**src/rtl/hamming_pipe_pkg.sv**
```systemverilog
// Shared width and stage-count helpers for the hamming_pipe popcount pipeline.
package hamming_pipe_pkg;

  // Smallest r with 2**r >= n; used for OBIT (n = NBITS+1) and tree depth LV (n = NBITS).
  function automatic int clog2w(input int n);
    int r;
    int v;
    r = 0;
    v = 1;
    while (v < n) begin
      v = v * 2;
      r = r + 1;
    end
    return r;
  endfunction

  function automatic int tree_reg_stages(input int lv, input int reg_every);
    return (lv + reg_every - 1) / reg_every;
  endfunction

  // Total registers from acceptance to o_valid: input stage plus tree stages.
  function automatic int pipe_stages(input int nbits, input int reg_every);
    return 1 + tree_reg_stages(clog2w(nbits), reg_every);
  endfunction

  // Operand count at tree level k (level 0 = the raw bits).
  function automatic int level_count(input int nbits, input int k);
    return (nbits + (1 << k) - 1) >> k;
  endfunction

endpackage

```
**src/rtl/hamming_pipe_tree.sv**
```systemverilog
// Single-channel popcount: input register, then a binary adder tree that is
// registered every REG_EVERY levels and after its last level.
module hamming_pipe_tree
  import hamming_pipe_pkg::*;
#(
  parameter int NBITS     = 24,
  parameter int REG_EVERY = 1
) (
  input  logic                            i_clk,
  input  logic                            i_rstn,
  input  logic                            i_adv,
  input  logic [NBITS-1:0]                i_vec,
  output logic [clog2w(NBITS+1)-1:0]      o_cost
);

  localparam int OBIT = clog2w(NBITS + 1);
  localparam int LV   = clog2w(NBITS);

  logic [NBITS-1:0] vec_q;

  always_ff @(posedge i_clk or negedge i_rstn) begin
    if (!i_rstn) begin
      vec_q <= '0;
    end else if (i_adv) begin
      vec_q <= i_vec;
    end
  end

  // Partial sums at level k fit in k+1 bits; the upper bits of each OBIT-wide
  // node are constant zero and fold away.
  for (genvar k = 0; k <= LV; k++) begin : g_lvl
    localparam int NK = level_count(NBITS, k);
    logic [OBIT-1:0] lvl_node [NK];

    if (k == 0) begin : g_leaf
      for (genvar i = 0; i < NK; i++) begin : g_bit
        assign lvl_node[i] = OBIT'(vec_q[i]);
      end
    end else begin : g_sum
      localparam int NP     = level_count(NBITS, k - 1);
      localparam bit IS_REG = ((k % REG_EVERY) == 0) || (k == LV);

      for (genvar j = 0; j < NK; j++) begin : g_node
        logic [OBIT-1:0] sum_d;

        if (2 * j + 1 < NP) begin : g_add
          assign sum_d = g_lvl[k-1].lvl_node[2*j] + g_lvl[k-1].lvl_node[2*j+1];
        end else begin : g_pass
          assign sum_d = g_lvl[k-1].lvl_node[2*j];
        end

        if (IS_REG) begin : g_reg
          logic [OBIT-1:0] sum_q;
          always_ff @(posedge i_clk or negedge i_rstn) begin
            if (!i_rstn) begin
              sum_q <= '0;
            end else if (i_adv) begin
              sum_q <= sum_d;
            end
          end
          assign lvl_node[j] = sum_q;
        end else begin : g_comb
          assign lvl_node[j] = sum_d;
        end
      end
    end
  end

  assign o_cost = g_lvl[LV].lvl_node[0];

endmodule

```
**src/rtl/hamming_pipe.sv**
```systemverilog
// Multi-channel Hamming-distance / popcount pipeline with a stall-able
// valid shift register alongside NCH independent adder trees.
module hamming_pipe
  import hamming_pipe_pkg::*;
#(
  parameter int NBITS     = 24,
  parameter int NCH       = 4,
  parameter int REG_EVERY = 1,
  parameter int XOR_EN    = 1
) (
  input  logic                                i_clk,
  input  logic                                i_rstn,
  input  logic [NBITS-1:0]                    i_ref,
  input  logic [NCH*NBITS-1:0]                i_cand,
  input  logic                                i_valid,
  output logic                                o_ready,
  output logic [NCH*clog2w(NBITS+1)-1:0]      o_cost,
  output logic                                o_valid,
  input  logic                                i_ready
);

  localparam int OBIT = clog2w(NBITS + 1);
  localparam int NSTG = pipe_stages(NBITS, REG_EVERY);

  // Handshake: a beat moves on a clock edge only when valid and ready are both
  // high; the whole pipe advances together whenever the output slot is free
  // or being consumed, so o_ready is exactly that advance enable.
  logic            adv;
  logic [NSTG-1:0] vld_q;
  logic [NSTG-1:0] vld_d;

  assign adv     = i_ready || !o_valid;
  assign o_ready = adv;
  assign o_valid = vld_q[NSTG-1];
  assign vld_d   = {vld_q[NSTG-2:0], i_valid};

  always_ff @(posedge i_clk or negedge i_rstn) begin
    if (!i_rstn) begin
      vld_q <= '0;
    end else if (adv) begin
      vld_q <= vld_d;
    end
  end

  for (genvar c = 0; c < NCH; c++) begin : g_ch
    logic [NBITS-1:0] vec;

    if (XOR_EN != 0) begin : g_xor
      assign vec = i_ref ^ i_cand[c*NBITS +: NBITS];
    end else begin : g_raw
      assign vec = i_cand[c*NBITS +: NBITS];
    end

    hamming_pipe_tree #(
      .NBITS     (NBITS),
      .REG_EVERY (REG_EVERY)
    ) u_tree (
      .i_clk  (i_clk),
      .i_rstn (i_rstn),
      .i_adv  (adv),
      .i_vec  (vec),
      .o_cost (o_cost[c*OBIT +: OBIT])
    );
  end

endmodule

```
**config.mk**
```make
export PLATFORM = sky130hd
export DESIGN_NAME = hamming_pipe
export DESIGN_NICKNAME = d
export VERILOG_FILES = /design/src/rtl/hamming_pipe_pkg.sv /design/src/rtl/hamming_pipe_tree.sv /design/src/rtl/hamming_pipe.sv
export SDC_FILE = /design/constraint.sdc
export NUM_CORES = 1
export LEC_CHECK = 0
export BUFFER_PORTS_ARGS = -buffer_cell sky130_fd_sc_hd__buf_2
export CAP_MARGIN = 20
export CORE_MARGIN = 1.5
export CORE_UTILIZATION = 45
export DETAILED_ROUTE_END_ITERATION = 12
export GPL_ROUTABILITY_DRIVEN = 0
export SLEW_MARGIN = 15
export SYNTH_ARGS = -nofsm -noshare
export SYNTH_HDL_FRONTEND = slang
export SYNTH_SLANG_ARGS = --single-unit
```
**constraint.sdc**
```tcl
create_clock -name i_clk -period 2.2 [get_ports i_clk]
set_input_delay 0.22 -clock i_clk [delete_from_list [all_inputs] [get_ports i_clk]]
set_output_delay 0.22 -clock i_clk [all_outputs]
set_load 0.02 [all_outputs]
```
Word level (Yosys, flattened, before mapping)
Cells that the tools add are included.
{"block": "totals", "regBits": 582, "output_inout_bits": 22, "word_cells": 199}
{"block": "classes", "n_addsub": 92, "bitwise": 4, "reduce_logical": 2}
{"op": "5-bit adder", "count": 44}
{"op": "1-bit by 1-bit adder with 2-bit output", "count": 48}
{"op": "24-bit XOR", "count": 4}
{"op": "1-bit zero test", "count": 1}
{"op": "1-bit logical OR", "count": 1}

Longest topological paths before layout
Gate-level depths: netlist (run 1).
{"block": "logic_depth", "depth_word": 2, "depth_mapped": 8, "depth_no_buf": 7}

By module
Synthesis (run 1) repeated with hierarchy kept, for this count alone.
{"block": "hier_totals", "cells_unflattened": 1380, "hier_area_um2": 18467.7}
{"module": "hamming_pipe_tree (g_ch[0].u_tree ...)", "n_inst": 2, "cells_each": 317, "area_each_um2": 4357.9}
{"module": "hamming_pipe_tree (g_ch[2].u_tree ...)", "n_inst": 2, "cells_each": 318, "area_each_um2": 4326.6}
{"module": "hamming_pipe", "n_inst": 1, "cells_each": 110, "area_each_um2": 1098.6}

Least setup slack after synthesis (run 1)
Ideal clock, no wire load.
{"block": "synth_path", "path_type": "register to register", "from": "reg g_ch[3].u_tree.g_lvl[4].g_sum.g_node[1].g_reg.sum_q[0]", "to": "reg g_ch[3].u_tree.g_lvl[5].g_sum.g_node[0].g_reg.sum_q[4]", "setup_time_ns": 0.133, "arrival_ns": 1.488, "setup_slack_ns": 0.579, "path_stages_with_launch": 7, "n_path_buf": 0, "synth_period_minus_slack_ns": 1.621, "cell_sequence": "dfrtp_1 > ha_1 > fa_1 > a21o_1 > a21oi_1 > xor2_1 > o21ai_0"}
{"block": "synth_between", "elab_chain_len": 1}
{"item": "start: declaration", "line_no": "hamming_pipe_tree.sv:53", "text": "logic [OBIT-1:0] sum_q;"}
{"item": "start signal: assignment", "line_no": "hamming_pipe_tree.sv:58", "text": "sum_q <= sum_d;"}
{"item": "5-bit adder", "line_no": "hamming_pipe_tree.sv:47", "text": "assign sum_d = g_lvl[k-1].lvl_node[2*j] + g_lvl[k-1].lvl_node[2*j+1];"}
{"item": "end signal: assignment", "line_no": "hamming_pipe_tree.sv:58"}
{"item": "end: declaration", "line_no": "hamming_pipe_tree.sv:53"}
Every way passes these cells.
A chain may end at the register's enable or synchronous reset.

Final worst setup path (run 1)
{"block": "layout_path", "from": "reg vld_q[5]", "to": "out o_ready"}
{"block": "layout_between", "elab_chain_len": 2}
{"item": "start: declaration", "line_no": "hamming_pipe.sv:29", "text": "logic [NSTG-1:0] vld_q;"}
{"item": "start signal: assignment", "line_no": "hamming_pipe.sv:41", "text": "vld_q <= vld_d;"}
{"item": "1-bit zero test", "line_no": "hamming_pipe.sv:32", "text": "assign adv = i_ready || !o_valid;"}
{"item": "1-bit logical OR", "line_no": "hamming_pipe.sv:32"}
{"item": "end: declaration", "line_no": "hamming_pipe.sv:16", "text": "output logic o_ready,"}
Every way passes these cells.

==> results.md, run 1 <==
- Total congestion overflow: 0
- CTS Buf Count: 40
- Die width: 203 µm
- Final Max Slew Viols: 0
- Critical R2R Capture: g_ch[1].u_tree.vec_q[15]
- Layout cell share with drive strength beyond 1: 0.116
- Commonest non-fill, non-tap cell in the layout: nand2_1
- CTS Buffer Depth: 3
- Commonest cells after routing, fill and taps aside: 594 x nand2_1, 374 x dfrtp_1, 144 x o21ai_0, 144 x buf_2, 140 x ha_1
- Max Clock Freq: 487 MHz
- Crit path buf inv count: 3
- Final instance area: around 21000 µm²
- Synth-to-layout area growth: 18.2%
- Tmin final: ~2 ns
- # H-tree levels: 2
- Crit-path max FO: 37
- Worst Max-Slew Pin Slew: 0.636 ns
- Antenna violations before repair: 0
- Nets: between 2000 and 2500
- CP required: between 1.5 and 2 ns
- Mapped Cells: 1838
- CP peak stage delay: 0.34 ns
- Max VDD drop: 0.583 mV
- Syn Nets: 2146
- Critical-path cell list: nor2b_4, clkinv_8, buf_4, buf_2
- Reg area: around 9400 µm²
- Logic pwr share: 0.372
- Critical path data arrival time: roughly 1.8 ns
- Clock sinks: 374
- Max stage delay cell, worst path: dfrtp_1
- Syn Area/Cell: between 9 and 10 µm²
- Via count: 12200
- RSZ-0062 raised after global routing: false
- Warnings from Yosys: 0
- Post-Layout Cell Count: 2572
- Hold Vio Cnt, Final: 0
- Worst rel slew slack: 0.576
- CTS clock-pin slew for the worst setup and hold paths: about 0.060 ns
- WP depth: 4
- CP endpoint: o_ready
- Max-cap violations: 0
- DRT iter0 DRCs: 574
- Status: finished, final reports clean
- Final Hold Slack: between 0.015 and 0.02 ns
- Static leakage: 10.6 nW
- Starting Density: 0.456
- Switching power: between 0.01 and 0.015 W
- Clk_lat worst skew: 0.54 ns
- Yosys cell types: 24
- Wire per inst: 14.4 µm
- CTS root buffer: clkbuf_16
- Cell Area, Synth: 18100 µm²
- Placed insts: between 2000 and 2500
- DP Wirelength: 25700 µm
- Final Cycle Share: 0.934
- Row cnt: between 70 and 80
- Crit path from: vld_q[5]
- Via density: 4.73
- Switch share: 0.363
- Pwr Total: 0.0304 W
- PD cells: roughly 1400 nW/µm²
- Die Y: between 200 and 250 µm
- Post_cts resized: 0
- Cell depth of the worst flop-to-flop path: 5
- Reg2reg setup slack: 0.34 ns
- Largest net degree at the start of global routing: 150
- Clock Power Share: 0.239
- Die area: 41300 µm²
- TritonCTS clock tree: built
- CP Class: flop to output pin
- Placed inst area: 19100 µm²
- # IOs: 146
- Gr usage total: 0.189
- ANT nets after route: 0
- Final setup vio count: 0
- CP Launch Type: flop
- Synth Register Bits: 374
- Critical R2R Launch: vld_q[5]
- # diodes: 0
- Internal Power: 0.0193 W
- Sequential power share: 0.389
- CP Capture Type: output pin
- Hold Crit Class: input port to flop
- Clock skew: approximately 0.011 ns
- Pre-Repair DR Iteration Count: 5
- Final wirelength: 37100 µm
- Filler cells: 3648
- Vias in the first global route: 12300
- Seq/Total Area, Yosys: 0.518
- Core area: 39600 µm²
- Post-route DRC: 0
- Multi-input logic area: 7780 µm²
- Port bufs: 145
- Global-route wire length before repair: 62800 µm
- Setup_tns: 0 ns
- Top delay family on crit path: buffers and inverters
==> cell type report <==
| cell class | count | area share |
|---|---|---|
| timing repair inverter | 1 | 0.000410 |
| clock buffer | 57 | 0.0560 |
| multi-input combinational | 1269 | 0.364 |
| tap | 525 | 0.0308 |
| sequential | 374 | 0.438 |
| inverter | 89 | 0.0162 |
| clock inverter | 16 | 0.0114 |
| timing repair buffer | 241 | 0.0822 |
==> what timing repair did <==
action                     4_1_cts  5_1_grt
hold endpoints to repair       120        0
buffers inserted                 1        0
hold buffers                    74        0
setup endpoints to repair        1        0
==> flip-flops by register name (all words and copies together) (netlist names) <==
| register | cells |
|---|---|
| vld_q | 6 |
| g_ch.u_tree.o_cost | 20 |
| g_ch.u_tree.g_lvl.g_sum.g_node.g_reg.sum_q | 252 |
| g_ch.u_tree.vec_q | 96 |
==> metrics by stage <==
stage,worst slack (ns),util
2_1_floorplan,0.579,-
4_1_cts,0.108,0.538
6_report,0.145,0.538
5_1_grt,0.0302,0.538
3_5_place_dp,0.438,0.483
3_3_place_gp,0.493,0.483
==> worst min-delay path by stage <==
stage,to,cells past startpoint,slack [ns],startpoint
finish,g_ch[2].u_tree.vec_q[21],3,0.02,i_cand[69]
global route,g_ch[2].u_tree.vec_q[21],3,0.02,i_cand[69]
CTS,g_ch[2].u_tree.vec_q[21],3,0.001,i_cand[69]
detailed placement,g_ch[3].u_tree.o_cost[2],1,0.20,i_rstn
global placement,g_ch[3].u_tree.o_cost[2],1,0.21,i_rstn
floorplan,async pin,0,-0.08,i_rstn
==> metal layers <==
layer,up-vias,GRT usage,part of all wire
met5,-,0,0
li1,6208,-,-
met2,205,0.290,0.44
met1,5693,0.275,0.50
met3,56,0.0256,0.032
met4,0,0.0688,0.034
==> power groups by stage <==
stage          Sequential, W  Clock, W  Combinational (W)
2_1_floorplan         0.0117         0            0.00837
3_3_place_gp          0.0119         0             0.0109
3_5_place_dp          0.0120         0             0.0112
4_1_cts               0.0119   0.00743             0.0115
5_1_grt               0.0123   0.00771             0.0133
6_report              0.0118   0.00727             0.0113
==> cells in the mapped netlist (all sizes together) <==
cell	count	area (µm²)
clkbuf	14	52.6
a21o	22	165
nor2b	7	51.3
xnor2	101	885
buf	92	531
nand2	594	2230
o21ai	156	781
inv	89	339
xor2	24	210
nand2b	1	6.26
nor3	2	10.0
a21oi	95	475
o31ai	2	15.0
o21a	4	30.0
ha	140	1750
nor2	77	289
dfrtp	374	9360
fa	44	881
==> worst register-to-register path: cells and delay by family (launching register included) <==
family	cells	cell delay, ns
compound gates	1	0.26
flops	1	0.34
simple gates	1	0.23
buf+inv	3	0.89
==> kinds of logic after synthesis <==
logic type	Yosys count	synth area share
AO/OA/AOI/OAI	279	0.0812
XOR/XNOR	125	0.0606
adder cells (fa/ha/maj)	184	0.146
buffers and inverters	195	0.0511
flip-flops	374	0.518
AND/OR/NAND/NOR	681	0.143
Note: power is estimated with default switching activity, not from simulation.
==> run 2, diff against run 1 <==
ABC_AREA = 1   (was default)
GPL_TIMING_DRIVEN = 0   (was default)
==> run 2 against run 1 <==
Effect of this change: wire length is 39% higher; synthesized area is 2.4% higher; first-iteration DRC count grew 45%; sequential power hardly changed; highest routed layer unchanged; via count is 12% higher; synthesized cell count rose by 5.8%; setup slack worse by 0.051 ns; clock power barely moved; critical path depth up 3; final cell count up 7.2%.
==> results.md, run 2 <==
- Status: finished, final reports clean (unchanged)
- Hold Crit Class: input port to flop (unchanged)
- Row cnt: 74 (was 73)
- Pwr Total: 0.0319 W (was 0.0304 W)
- PD cells: 1440 nW/µm² (was 1420 nW/µm²)
- Worst Max-Slew Pin Slew: 0.789 ns (was 0.636 ns)
- Asr flop ratio synth: 1.00 (unchanged)
- Synth-to-layout area growth: 19.7% (was 18.2%)
- Nets: 2502 (was 2324)
- Top delay family on crit path: buffers and inverters (unchanged)
- Synth top area cells: dfrtp_1 51%, nand2_1 15%, ha_1 9.5%, o21ai_0 5.1%, fa_1 4.8% (was dfrtp_1 52%, nand2_1 12%, ha_1 9.7%, xnor2_1 4.9%, fa_1 4.9%)
- Critical-path cell list: inv_1, nor2_4, buf_6, buf_12, inv_4, buf_12, buf_2 (was nor2b_4, clkinv_8, buf_4, buf_2)
- Clk_lat worst skew: 0.56 ns (was 0.54 ns)
- Commonest cells after routing, fill and taps aside: 763 x nand2_1, 374 x dfrtp_1, 187 x o21ai_0 (was 594 x nand2_1, 374 x dfrtp_1, 144 x o21ai_0, 144 x buf_2, 140 x ha_1)
- Synth cell count leaders: 763 x nand2_1, 374 x dfrtp_1, 187 x o21ai_0 (was 594 x nand2_1, 374 x dfrtp_1, 144 x o21ai_0)
- CTS clock-pin slew for the worst setup and hold paths: 0.06 ns (about the same)
- RSZ-0062 raised after global routing: false (unchanged)
- Static leakage: 11.1 nW (was 10.6 nW)
- CP Capture Type: output pin (unchanged)
- Via count: 13600 (was 12200)
- Die width: 206 µm (was 203 µm)
- CP most frequent cell: buf_12
- Sequential power share: 0.371 (was 0.389)
- Vias in the first global route: 13900 (was 12300)
- ANT nets after route: 0 (unchanged)
- Placed insts: 2602 (was 2423)
- EDFF count, synth: 0 (unchanged)
- CTS Buffer Depth: 3 (unchanged)
- Cell Area, Synth: 18500 µm² (was 18100 µm²)
- # IOs: 146 (unchanged)
- Starting Density: 0.455 (was 0.456)
- Tmin final: 2.11 ns (was 2.06 ns)
- Switching power: 0.0125 W (was 0.0110 W)
- Max stage delay cell, worst path: dfrtp_1 (unchanged)
- Wire per inst: 18.7 µm (was 14.4 µm)
- CP Launch Type: flop (unchanged)
- Final setup vio count: 0 (unchanged)
- Final Hold Slack: 0.00613 ns (was 0.0194 ns)
- Critical path data arrival time: 1.89 ns (was 1.84 ns)
- Cell depth of the worst flop-to-flop path: 7 (was 5)
- Crit path buf inv count: 6 (was 3)
- Mapped Cells: 1945 (was 1838)
- Post-route DRC: 0 (unchanged)
- Layout cell share with drive strength beyond 1: 0.124 (was 0.116)
- Final wirelength: 51600 µm (was 37100 µm)
- TritonCTS clock tree: built (unchanged)
- Commonest non-fill, non-tap cell in the layout: nand2_1 (unchanged)
- DP Wirelength: 38100 µm (was 25700 µm)
- Largest register FFs: 252 (unchanged)
- Synth top area share: 0.506 (was 0.518)
- Die area: 42300 µm² (was 41300 µm²)
- GRT met2 Usage: 0.416 (was 0.290)
- Post-Layout Cell Count: 2758 (was 2572)
- Clock skew: 0.0147 ns (was 0.0110 ns)
- Global routing's busiest layer: met2 (unchanged)
- Clock sinks: 374 (unchanged)
- Max Clock Freq: 475 MHz (was 487 MHz)
- Global-route wire length before repair: 79700 µm (was 62800 µm)
- CP required: 1.98 ns (about the same)
- Syn Nets: 2253 (was 2146)
- Most common cell in the netlist: nand2_1 (unchanged)
- Final instance area: 22100 µm² (was 21300 µm²)
- Seq/Total Area, Yosys: 0.506 (was 0.518)
- CP peak stage delay: 0.37 ns (was 0.34 ns)
- CTS Buf Count: 42 (was 40)
- Placed inst area: 19900 µm² (was 19100 µm²)
- DRT iter0 DRCs: 833 (was 574)
- Max-cap violations: 0 (unchanged)
- Hold Vio Cnt, Final: 0 (unchanged)
- Syn Area/Cell: 9.51 µm² (was 9.83 µm²)
- Ys flop type: dfrtp_1 (unchanged)
- Internal Power: 0.0194 W (was 0.0193 W)
- CTS root buffer: clkbuf_16 (unchanged)
- Max VDD drop: 0.667 mV (was 0.583 mV)
- CP Class: flop to output pin (unchanged)
- Met3 Use GR: 0.0323 (was 0.0256)
- # diodes: 0 (unchanged)
- Total congestion overflow: 0 (unchanged)
- Antenna violations before repair: 0 (unchanged)
- Logic pwr share: 0.401 (was 0.372)
- Most flop-heavy register: g_ch.u_tree.g_lvl.g_sum.g_node.g_reg.sum_q (unchanged)
- Synth Register Bits: 374 (unchanged)
- Die Y: 206 µm (was 203 µm)
- Final Max Slew Viols: 0 (unchanged)
- Worst rel slew slack: 0.474 (was 0.576)
- Pre-Repair DR Iteration Count: 7 (was 5)
- Final Cycle Share: 0.957 (was 0.934)
- M1 GR Usage: 0.344 (was 0.275)
- Hold path cells: 3 (unchanged)
- Gr usage total: 0.254 (was 0.189)
- Switch share: 0.393 (was 0.363)
- Largest net degree at the start of global routing: 106 (was 150)
- Port bufs: 121 (was 145)
- WP depth: 7 (was 4)
- # H-tree levels: 2 (unchanged)
- Yosys cell types: 25 (was 24)
- Crit-path max FO: 19 (was 37)
- Via density: 4.93 (was 4.73)
- Warnings from Yosys: 0 (unchanged)
- Clock Power Share: 0.228 (was 0.239)
- Leading area contributor after synthesis: dfrtp_1 (unchanged)
- Core area: 40600 µm² (was 39600 µm²)
- Filler cells: 3716 (was 3648)
[run 2: final timing paths]
check | slack, ns | endpoint | startpoint
worst min register to register | 0.47 | g_ch[3].u_tree.o_cost[1] | g_ch[3].u_tree.o_cost[1]
min in group asynchronous | 0.10 | g_ch[0].u_tree.o_cost[3] | i_rstn
worst min-delay path | 0.006 | g_ch[2].u_tree.vec_q[14] | i_cand[62]
max in group asynchronous | 0.59 | async pin | i_rstn
worst max-delay path | 0.09 | o_ready | vld_q[5]
worst max register to register | 0.37 | flop | vld_q[5]
[run 2: area by class of cell]
class,instances,area (µm²),share of cell area
sequential,374,9360,0.423
multi-input combinational,1351,7960,0.360
timing repair buffer,206,1540,0.0694
clock buffer,60,1250,0.0565
buffer,105,738,0.0334
tap,532,666,0.0301
inverter,114,430,0.0195
clock inverter,16,186,0.00843
[run 2: power by group through the flow]
stage	Sequential (W)	Clock, W	Combinational, W
6_report	0.0118	0.00728	0.0128
5_1_grt	0.0122	0.00765	0.0146
3_3_place_gp	0.0118	0	0.0122
3_5_place_dp	0.0119	0	0.0126
2_1_floorplan	0.0116	0	0.00813
4_1_cts	0.0118	0.00739	0.0128
[run 2: through the flow]
step	worst slack, ns	setup TNS (ns)	util
2_1_floorplan	0.771	0	-
3_3_place_gp	-6.45	-2394.61	0.486
3_5_place_dp	0.286	0	0.489
4_1_cts	0.0198	0	0.544
5_1_grt	0.0123	0	0.544
6_report	0.0936	0	0.544
[run 2: timing repair]
item / CTS / global route
endpoints found under the setup margin: 1 / 1
setup buffers: 0 / 0
hold buffers: 81 / 0
gates resized for setup: 1 / 1
hold endpoints to repair: 183 / 0
[run 2: cell families after synthesis]
logic type,Yosys count,share of synthesized area
adders and majority gates,184,0.142
xor gates and xnor gates,108,0.0512
and+or+nand+nor,837,0.174
DFF,374,0.506
buffers and inverters,220,0.0635
AOI/OAI and AO/OA,222,0.0625
[run 2: layer usage]
layer / routed length [µm] / up-vias / share of wire
met5: 0 / - / 0
met4: 1810 / 0 / 0.035
met3: 2290 / 81 / 0.044
met2: 24100 / 335 / 0.47
met1: 23400 / 6552 / 0.45
li1: - / 6636 / -
[run 2: worst min-delay path: cells and delay by family]
| kind | cells | cell delay, ns |
|---|---|---|
| buffers and inverters | 1 | 0.08 |
| xor gates and xnor gates | 1 | 0.08 |
| AOI/OAI and AO/OA | 1 | 0.14 |
